File: src/rtl/clock_pkg.sv
// Shared definitions for the alarm-clock front panel: mode and cursor codes,
// and the bit layout of the time/alarm words.
package clock_pkg;

  // Mode encoding doubles as the S display-select code; bit 1 means "alarm selected".
  typedef enum logic [1:0] {
    MODE_RUN    = 2'b00,
    MODE_SET_T  = 2'b01,
    MODE_VIEW_A = 2'b10,
    MODE_SET_A  = 2'b11
  } mode_e;

  // Field cursor codes as driven on CW.
  typedef enum logic [1:0] {
    CW_NONE = 2'b00,
    CW_MIN  = 2'b01,
    CW_HOUR = 2'b10,
    CW_DAY  = 2'b11
  } cw_e;

  // Bit positions within the 15-bit time word (and low 15 bits of the alarm word).
  localparam int MIN_U_LSB    = 0;
  localparam int MIN_U_MSB    = 3;
  localparam int MIN_T_LSB    = 4;
  localparam int MIN_T_MSB    = 6;
  localparam int HOUR_LSB     = 7;
  localparam int HOUR_MSB     = 11;
  localparam int DAY_LSB      = 12;
  localparam int DAY_MSB      = 14;
  localparam int ALARM_EN_BIT = 15;

  // Mode sequence followed on each mode button press.
  function automatic mode_e next_mode(input mode_e m);
    case (m)
      MODE_RUN:    return MODE_SET_T;
      MODE_SET_T:  return MODE_VIEW_A;
      MODE_VIEW_A: return MODE_SET_A;
      MODE_SET_A:  return MODE_RUN;
      default:     return MODE_RUN;
    endcase
  endfunction

  // Cursor rotation minutes -> hours -> day -> minutes.
  function automatic cw_e next_cursor(input cw_e c);
    case (c)
      CW_MIN:  return CW_HOUR;
      CW_HOUR: return CW_DAY;
      CW_DAY:  return CW_MIN;
      default: return CW_MIN;
    endcase
  endfunction

  // Both edit modes have bit 0 set.
  function automatic logic is_edit_mode(input mode_e m);
    return m[0];
  endfunction

endpackage

File: src/rtl/field_incrementer.sv
// Combinational single-field increment of a time word. Only the selected
// field changes, with no carry into neighbouring fields; out-of-range fields
// restart at zero.
module field_incrementer
  import clock_pkg::*;
(
  input  logic [14:0] value_in,
  input  logic [1:0]  field,
  output logic [14:0] value_out
);

  logic [3:0] min_u_s;
  logic [2:0] min_t_s;
  logic [4:0] hour_s;
  logic [2:0] day_s;

  assign min_u_s = value_in[MIN_U_MSB:MIN_U_LSB];
  assign min_t_s = value_in[MIN_T_MSB:MIN_T_LSB];
  assign hour_s  = value_in[HOUR_MSB:HOUR_LSB];
  assign day_s   = value_in[DAY_MSB:DAY_LSB];

  // Rebuild the word with just the selected field advanced and wrapped.
  always_comb begin
    value_out = value_in;
    case (field)
      2'b01: begin
        if ((min_t_s > 3'd5) || (min_u_s > 4'd9)) begin
          value_out[MIN_T_MSB:MIN_T_LSB] = 3'd0;
          value_out[MIN_U_MSB:MIN_U_LSB] = 4'd0;
        end else if (min_u_s == 4'd9) begin
          value_out[MIN_U_MSB:MIN_U_LSB] = 4'd0;
          value_out[MIN_T_MSB:MIN_T_LSB] = (min_t_s == 3'd5) ? 3'd0 : (min_t_s + 3'd1);
        end else begin
          value_out[MIN_U_MSB:MIN_U_LSB] = min_u_s + 4'd1;
        end
      end
      2'b10: begin
        if (hour_s >= 5'd23) begin
          value_out[HOUR_MSB:HOUR_LSB] = 5'd0;
        end else begin
          value_out[HOUR_MSB:HOUR_LSB] = hour_s + 5'd1;
        end
      end
      2'b11: begin
        if (day_s >= 3'd6) begin
          value_out[DAY_MSB:DAY_LSB] = 3'd0;
        end else begin
          value_out[DAY_MSB:DAY_LSB] = day_s + 3'd1;
        end
      end
      default: begin
        value_out = value_in;
      end
    endcase
  end

endmodule

File: src/rtl/set_mode_controller.sv
// Front-panel sequencer: turns button pulses into display mode / cursor
// selects, performs field edits and issues one-cycle register write strobes.
module set_mode_controller
  import clock_pkg::*;
#(
  parameter int TIMEOUT_TICKS = 10
) (
  input  logic        Clk,
  input  logic        Clr,
  input  logic        Tick,
  input  logic        BtnMode,
  input  logic        BtnNext,
  input  logic        BtnInc,
  input  logic        BtnAlarm,
  input  logic [14:0] CT,
  input  logic [15:0] ST,
  output logic [1:0]  S,
  output logic [1:0]  CW,
  output logic        TLoad,
  output logic [14:0] TData,
  output logic        ALoad,
  output logic [15:0] AData
);

  localparam int CNT_W = $clog2(TIMEOUT_TICKS + 1);

  mode_e       state_r, state_nx_s;
  cw_e         cw_r, cw_nx_s;
  logic [CNT_W-1:0] cnt_r, cnt_nx_s;
  logic        tload_r, tload_nx_s;
  logic        aload_r, aload_nx_s;
  logic [14:0] tdata_r, tdata_nx_s;
  logic [15:0] adata_r, adata_nx_s;
  logic [14:0] inc_in_s, inc_out_s;
  logic        any_btn_s;
  logic        timeout_s;

  // Alarm modes edit ST, time modes edit CT; one incrementer serves both.
  assign inc_in_s = state_r[1] ? ST[14:0] : CT;

  field_incrementer u_inc (
    .value_in  (inc_in_s),
    .field     (cw_r),
    .value_out (inc_out_s)
  );

  assign any_btn_s = BtnMode | BtnNext | BtnInc | BtnAlarm;
  // A button in the terminal Tick cycle suppresses the fallback.
  assign timeout_s = Tick && (state_r != MODE_RUN) && !any_btn_s &&
                     (cnt_r == CNT_W'(TIMEOUT_TICKS - 1));

  // Next-state, cursor, strobe and timeout-counter decisions in button priority order.
  always_comb begin
    state_nx_s = state_r;
    cw_nx_s    = cw_r;
    tload_nx_s = 1'b0;
    aload_nx_s = 1'b0;
    tdata_nx_s = tdata_r;
    adata_nx_s = adata_r;
    if (BtnMode) begin
      state_nx_s = next_mode(state_r);
      if (is_edit_mode(next_mode(state_r))) begin
        cw_nx_s = CW_MIN;
      end else begin
        cw_nx_s = CW_NONE;
      end
    end else if (BtnNext) begin
      if (is_edit_mode(state_r)) begin
        cw_nx_s = next_cursor(cw_r);
      end else begin
        cw_nx_s = cw_r;
      end
    end else if (BtnInc) begin
      case (state_r)
        MODE_SET_T: begin
          tload_nx_s = 1'b1;
          tdata_nx_s = inc_out_s;
        end
        MODE_SET_A: begin
          aload_nx_s = 1'b1;
          adata_nx_s = {ST[ALARM_EN_BIT], inc_out_s};
        end
        default: begin
          tload_nx_s = 1'b0;
        end
      endcase
    end else if (BtnAlarm) begin
      if (!is_edit_mode(state_r)) begin
        aload_nx_s = 1'b1;
        adata_nx_s = ST ^ 16'h8000;
      end else begin
        aload_nx_s = 1'b0;
      end
    end else if (timeout_s) begin
      state_nx_s = MODE_RUN;
      cw_nx_s    = CW_NONE;
    end else begin
      state_nx_s = state_r;
    end

    if (any_btn_s || (state_nx_s != state_r)) begin
      cnt_nx_s = '0;
    end else if (Tick && (state_r != MODE_RUN)) begin
      cnt_nx_s = cnt_r + CNT_W'(1);
    end else begin
      cnt_nx_s = cnt_r;
    end
  end

  // State, cursor, counter and output registers; reset aborts any pending strobe.
  always_ff @(posedge Clk or negedge Clr) begin
    if (!Clr) begin
      state_r <= MODE_RUN;
      cw_r    <= CW_NONE;
      cnt_r   <= '0;
      tload_r <= 1'b0;
      aload_r <= 1'b0;
      tdata_r <= 15'd0;
      adata_r <= 16'd0;
    end else begin
      state_r <= state_nx_s;
      cw_r    <= cw_nx_s;
      cnt_r   <= cnt_nx_s;
      tload_r <= tload_nx_s;
      aload_r <= aload_nx_s;
      tdata_r <= tdata_nx_s;
      adata_r <= adata_nx_s;
    end
  end

  assign S     = state_r;
  assign CW    = cw_r;
  assign TLoad = tload_r;
  assign TData = tdata_r;
  assign ALoad = aload_r;
  assign AData = adata_r;

endmodule

File: config.mk
export PLATFORM = sky130hd
export DESIGN_NAME = set_mode_controller
export DESIGN_NICKNAME = d
export VERILOG_FILES = /design/src/rtl/clock_pkg.sv /design/src/rtl/field_incrementer.sv /design/src/rtl/set_mode_controller.sv
export SDC_FILE = /design/constraint.sdc
export NUM_CORES = 1
export LEC_CHECK = 0
export ABC_AREA = 1
export CAP_MARGIN = 15
export CORE_ASPECT_RATIO = 0.7
export CORE_MARGIN = 4
export CORE_UTILIZATION = 43
export CTS_CLUSTER_SIZE = 12
export DETAILED_ROUTE_END_ITERATION = 16
export PLACE_DENSITY = 0.76
export SYNTH_ARGS = -nofsm -noshare
export SYNTH_HDL_FRONTEND = slang
export SYNTH_SLANG_ARGS = --single-unit
File: constraint.sdc
create_clock -name Clk -period 1.7 [get_ports Clk]
set_input_delay 0.425 -clock Clk [delete_from_list [all_inputs] [get_ports Clk]]
set_output_delay 0.425 -clock Clk [all_outputs]
set_load 0.02 [all_outputs]
==> impl_metrics.py <==
metrics = {
    "route": {
        "first_iter_violations": 248,
        "drt-pass1-iter-count": 5,
        "route.vias.total": 3005,
        "finalWirelength_microns": 9300,
        "routed_wire_length_per_instance_microns": 16.7,
        "antenna_left": 0,
        "drc": 0,
        "vias_per_cell": 5.41,
    },
    "placement": {
        "finalWeightedCongestion": 0.928,
        "io_buffer_count": 74,
        "detailed_place.area_sq_mm": 0.00375,
        "dpl.hpwl_microns": 6030,
    },
    "sta": {
        "setup-violations-final": 11,
        "worst_pin_slew_ns": 0.632,
        "maxClockFrequency_mhz": 542,
        "finalCriticalPeriod_ns": 1.85,
        "clock-skew-final_ns": 0.00571,
        "hold_violations": 0,
        "report.final.slew_viol_count": 0,
        "final.period_utilization": 1.09,
        "timing.hold.ws_ns": 0.144,
        "timing.final.ws_setup_ns": -0.146,
        "relSlewSlack": 0.579,
        "rsz0062_at_grt": "yes",
    },
    "final_layout": {
        "area_growth_pct": 62.6,
        "n_antenna_cell": 0,
        "num-nets-final": 529,
        "post_route_core_utilization": 0.735,
        "leading_cell_types_in_the_layout_fill_and_taps_excluded": "78 x sky130_fd_sc_hd__nand2_1, 56 x sky130_fd_sc_hd__buf_4, 39 x sky130_fd_sc_hd__dfrtp_1",
        "postLayoutCellArea_sq_mm": 0.00428,
        "proportion_of_layout_cells_with_a_drive_suffix_above_1": 0.308,
        "commonest_non_fill_non_tap_cell_in_the_layout": "sky130_fd_sc_hd__nand2_1",
    },
    "power": {
        "power.static_leakage_nw": 2.25,
        "internal_power_component_mw": 3.60,
        "switching_share": 0.460,
        "powerDensity_mw_per_mm2": 1560,
        "peakVddDrop_v": 0.000602,
        "pwr-share-comb": 0.652,
        "seq_power_share": 0.248,
        "p_clk_frac": 0.100,
        "switching_power_total_mw": 3.07,
    },
    "global_route": {
        "grt-ovfl-total": 0,
        "via_count_of_the_first_global_routing_pass": 2734,
        "total_global_route_track_usage": 0.230,
        "grt_first_pass_wirelength_microns": 13300,
        "grt_max_degree": 29,
        "antenna_found_initial": 0,
    },
    "floorplanning": {
        "placementRows": 23,
        "core_sq_mm": 0.00581,
        "total_die_area_sq_mm": 0.00745,
        "io_pins": 75,
        "initial_utilization": 0.452,
        "die_width_microns": 101,
        "die_h_microns": 73.4,
    },
    "critical_path": {
        "worstPathCellList": "buf_12, nand2_4, o21ai_4, inv_2, ha_4, o211ai_1, or2_4, o21ai_2, nand2_1, o21ai_1",
        "end_kind": "flip-flop",
        "critPathLaunchType": "flip-flop",
        "stage_delay_of_the_slowest_cell_on_the_critical_path_ns": 0.44,
        "cpLargestDelayFamily": "simple AND/OR/NAND/NOR gates",
        "crit_required_ns": 1.92,
        "worstPathBufferInverterCount": 2,
        "critPathMaxFanout": 7,
        "cp_data_arrival_time_ns": 2.06,
        "crit_type": "reg -> reg",
        "crit_path_top_delay_cell": "sky130_fd_sc_hd__dfrtp_2",
    },
    "clock_network": {
        "worst_skew_pair.late_latency_ns": 0.30,
        "clock_sink_count": 41,
        "ctsHoldBuffers": 0,
        "max_root_sink_buffers": 2,
        "tritoncts.num_buffers": 5,
        "worst_setup_hold_path_clk_slew_ns": 0.08,
        "cts-htree-levels": 2,
        "tritoncts": "done",
        "cts.root.buffer_cell": "sky130_fd_sc_hd__clkbuf_8",
    },
    "yosys": {
        "synth.cell_area_sq_mm": 0.00263,
        "post_synth_num_cell_types": 37,
        "postSynthNetCount": 398,
        "postSynthAreaPerCell_sq_um": 7.55,
        "ys_seq_area_frac": 0.390,
        "synthesis.instances": 348,
        "synth.yosys.warnings": 0,
        "synth.ff_latch_count": 41,
    },
    "run_status": {
        "run_status": "finished, violations left",
        "violations": "negative setup slack",
    },
    "worst_hold_path": {
        "min-delay-path-class": "in -> async",
    },
    "flow_run": {
        "maxCapViolations": 0,
    },
}
## worst register-to-register path, cell delays in order, from the launching register on
cell and delay [ns]:
sky130_fd_sc_hd__dfrtp_2 0.44, sky130_fd_sc_hd__buf_12 0.16, sky130_fd_sc_hd__nand2_4 0.07, sky130_fd_sc_hd__o21ai_4 0.06, sky130_fd_sc_hd__inv_2 0.08, sky130_fd_sc_hd__ha_4 0.14
sky130_fd_sc_hd__o211ai_1 0.14, sky130_fd_sc_hd__or2_4 0.30, sky130_fd_sc_hd__o21ai_2 0.11, sky130_fd_sc_hd__nand2_1 0.10, sky130_fd_sc_hd__o21ai_1 0.17
## registers in the layout, indices dropped and copies added (netlist names)
name,flops
AData,16
TData,15
cnt_r,4
CW,2
S,2
ALoad,1
TLoad,1
## timing repair
action | in CTS | in global routing
setup endpoints to repair | 41 | 51
pin swaps | 11 | 20
resized for setup | 48 | 58
setup buffers | 8 | 8
cloned | 0 | 1
## cell usage after synthesis, drive strengths merged
library cell | count | area [sq um]
ha | 12 | 150
clkbuf | 1 | 3.75
a31oi | 5 | 31.3
a22o | 1 | 8.76
nand3 | 23 | 125
a21oi | 23 | 115
xnor2 | 2 | 17.5
o21ai | 29 | 160
or2 | 3 | 18.8
o21bai | 1 | 7.51
o21a | 1 | 7.51
nor2 | 31 | 131
nand4 | 9 | 56.3
inv | 44 | 173
buf | 10 | 82.6
xor2 | 4 | 35.0
nand2 | 101 | 419
nand3b | 1 | 7.51
nor3 | 2 | 21.3
o211ai | 3 | 27.5
dfrtp | 41 | 1030
clkinv | 1 | 3.75
## layout make-up
cell class	instances	area, sq um
Clock buffer	8	90.1
Fill cell	401	1540
Inverter	45	181
Multi-Input combinational cell	251	1630
Sequential cell	41	1030
Tap cell	75	93.8
Timing Repair Buffer	135	1250
## layer usage
layer	GRT usage	wire (microns)
met3	0.0493	938
met4	0.0693	355
met2	0.382	4350
met5	0	0
met1	0.303	3650
## cells by family after synthesis
logic type	synth area share
xor+xnor	0.0200
compound gates	0.136
buf+inv	0.0999
simple gates	0.297
flops	0.390
fa+ha+maj	0.0571
## worst paths after layout
| kind | startpoint | end | slack, ns | cells past startpoint |
|---|---|---|---|---|
| min in group Clk | AData[3] | AData[3] | 0.48 | 2 |
| max reg2reg | S[1] | TData[11] | -0.15 | 10 |
| max | S[1] | TData[11] | -0.15 | 10 |
| min | Clr | TData[13] | 0.14 | 1 |
| min reg2reg | AData[3] | AData[3] | 0.48 | 2 |
| max in group asynchronous | Clr | AData[6] | 0.99 | 2 |
## stage by stage
stage | instances | TNS (ns) | power (mW) | worst slack (ns)
after floorplan | 348 | -0.675 | 3.73 | -0.108
after global placement | 530 | -8.28 | 5.22 | -0.374
after detailed placement | 530 | -10.79 | 5.33 | -0.429
after CTS | 546 | -0.205 | 6.18 | -0.0495
after global routing | 555 | -2.22 | 7.08 | -0.237
final | 555 | -0.925 | 6.68 | -0.146
## power groups by stage
| stage | clock network (mW) | registers (mW) | logic (mW) |
|---|---|---|---|
| 2_1_floorplan | 0 | 2.10 | 1.62 |
| 3_3_place_gp | 0 | 1.69 | 3.52 |
| 3_5_place_dp | 0 | 1.70 | 3.62 |
| 4_1_cts | 0.675 | 1.64 | 3.86 |
| 5_1_grt | 0.717 | 1.70 | 4.66 |
| 6_report | 0.668 | 1.65 | 4.36 |
No activity file was read; power rests on OpenSTA's default activity.
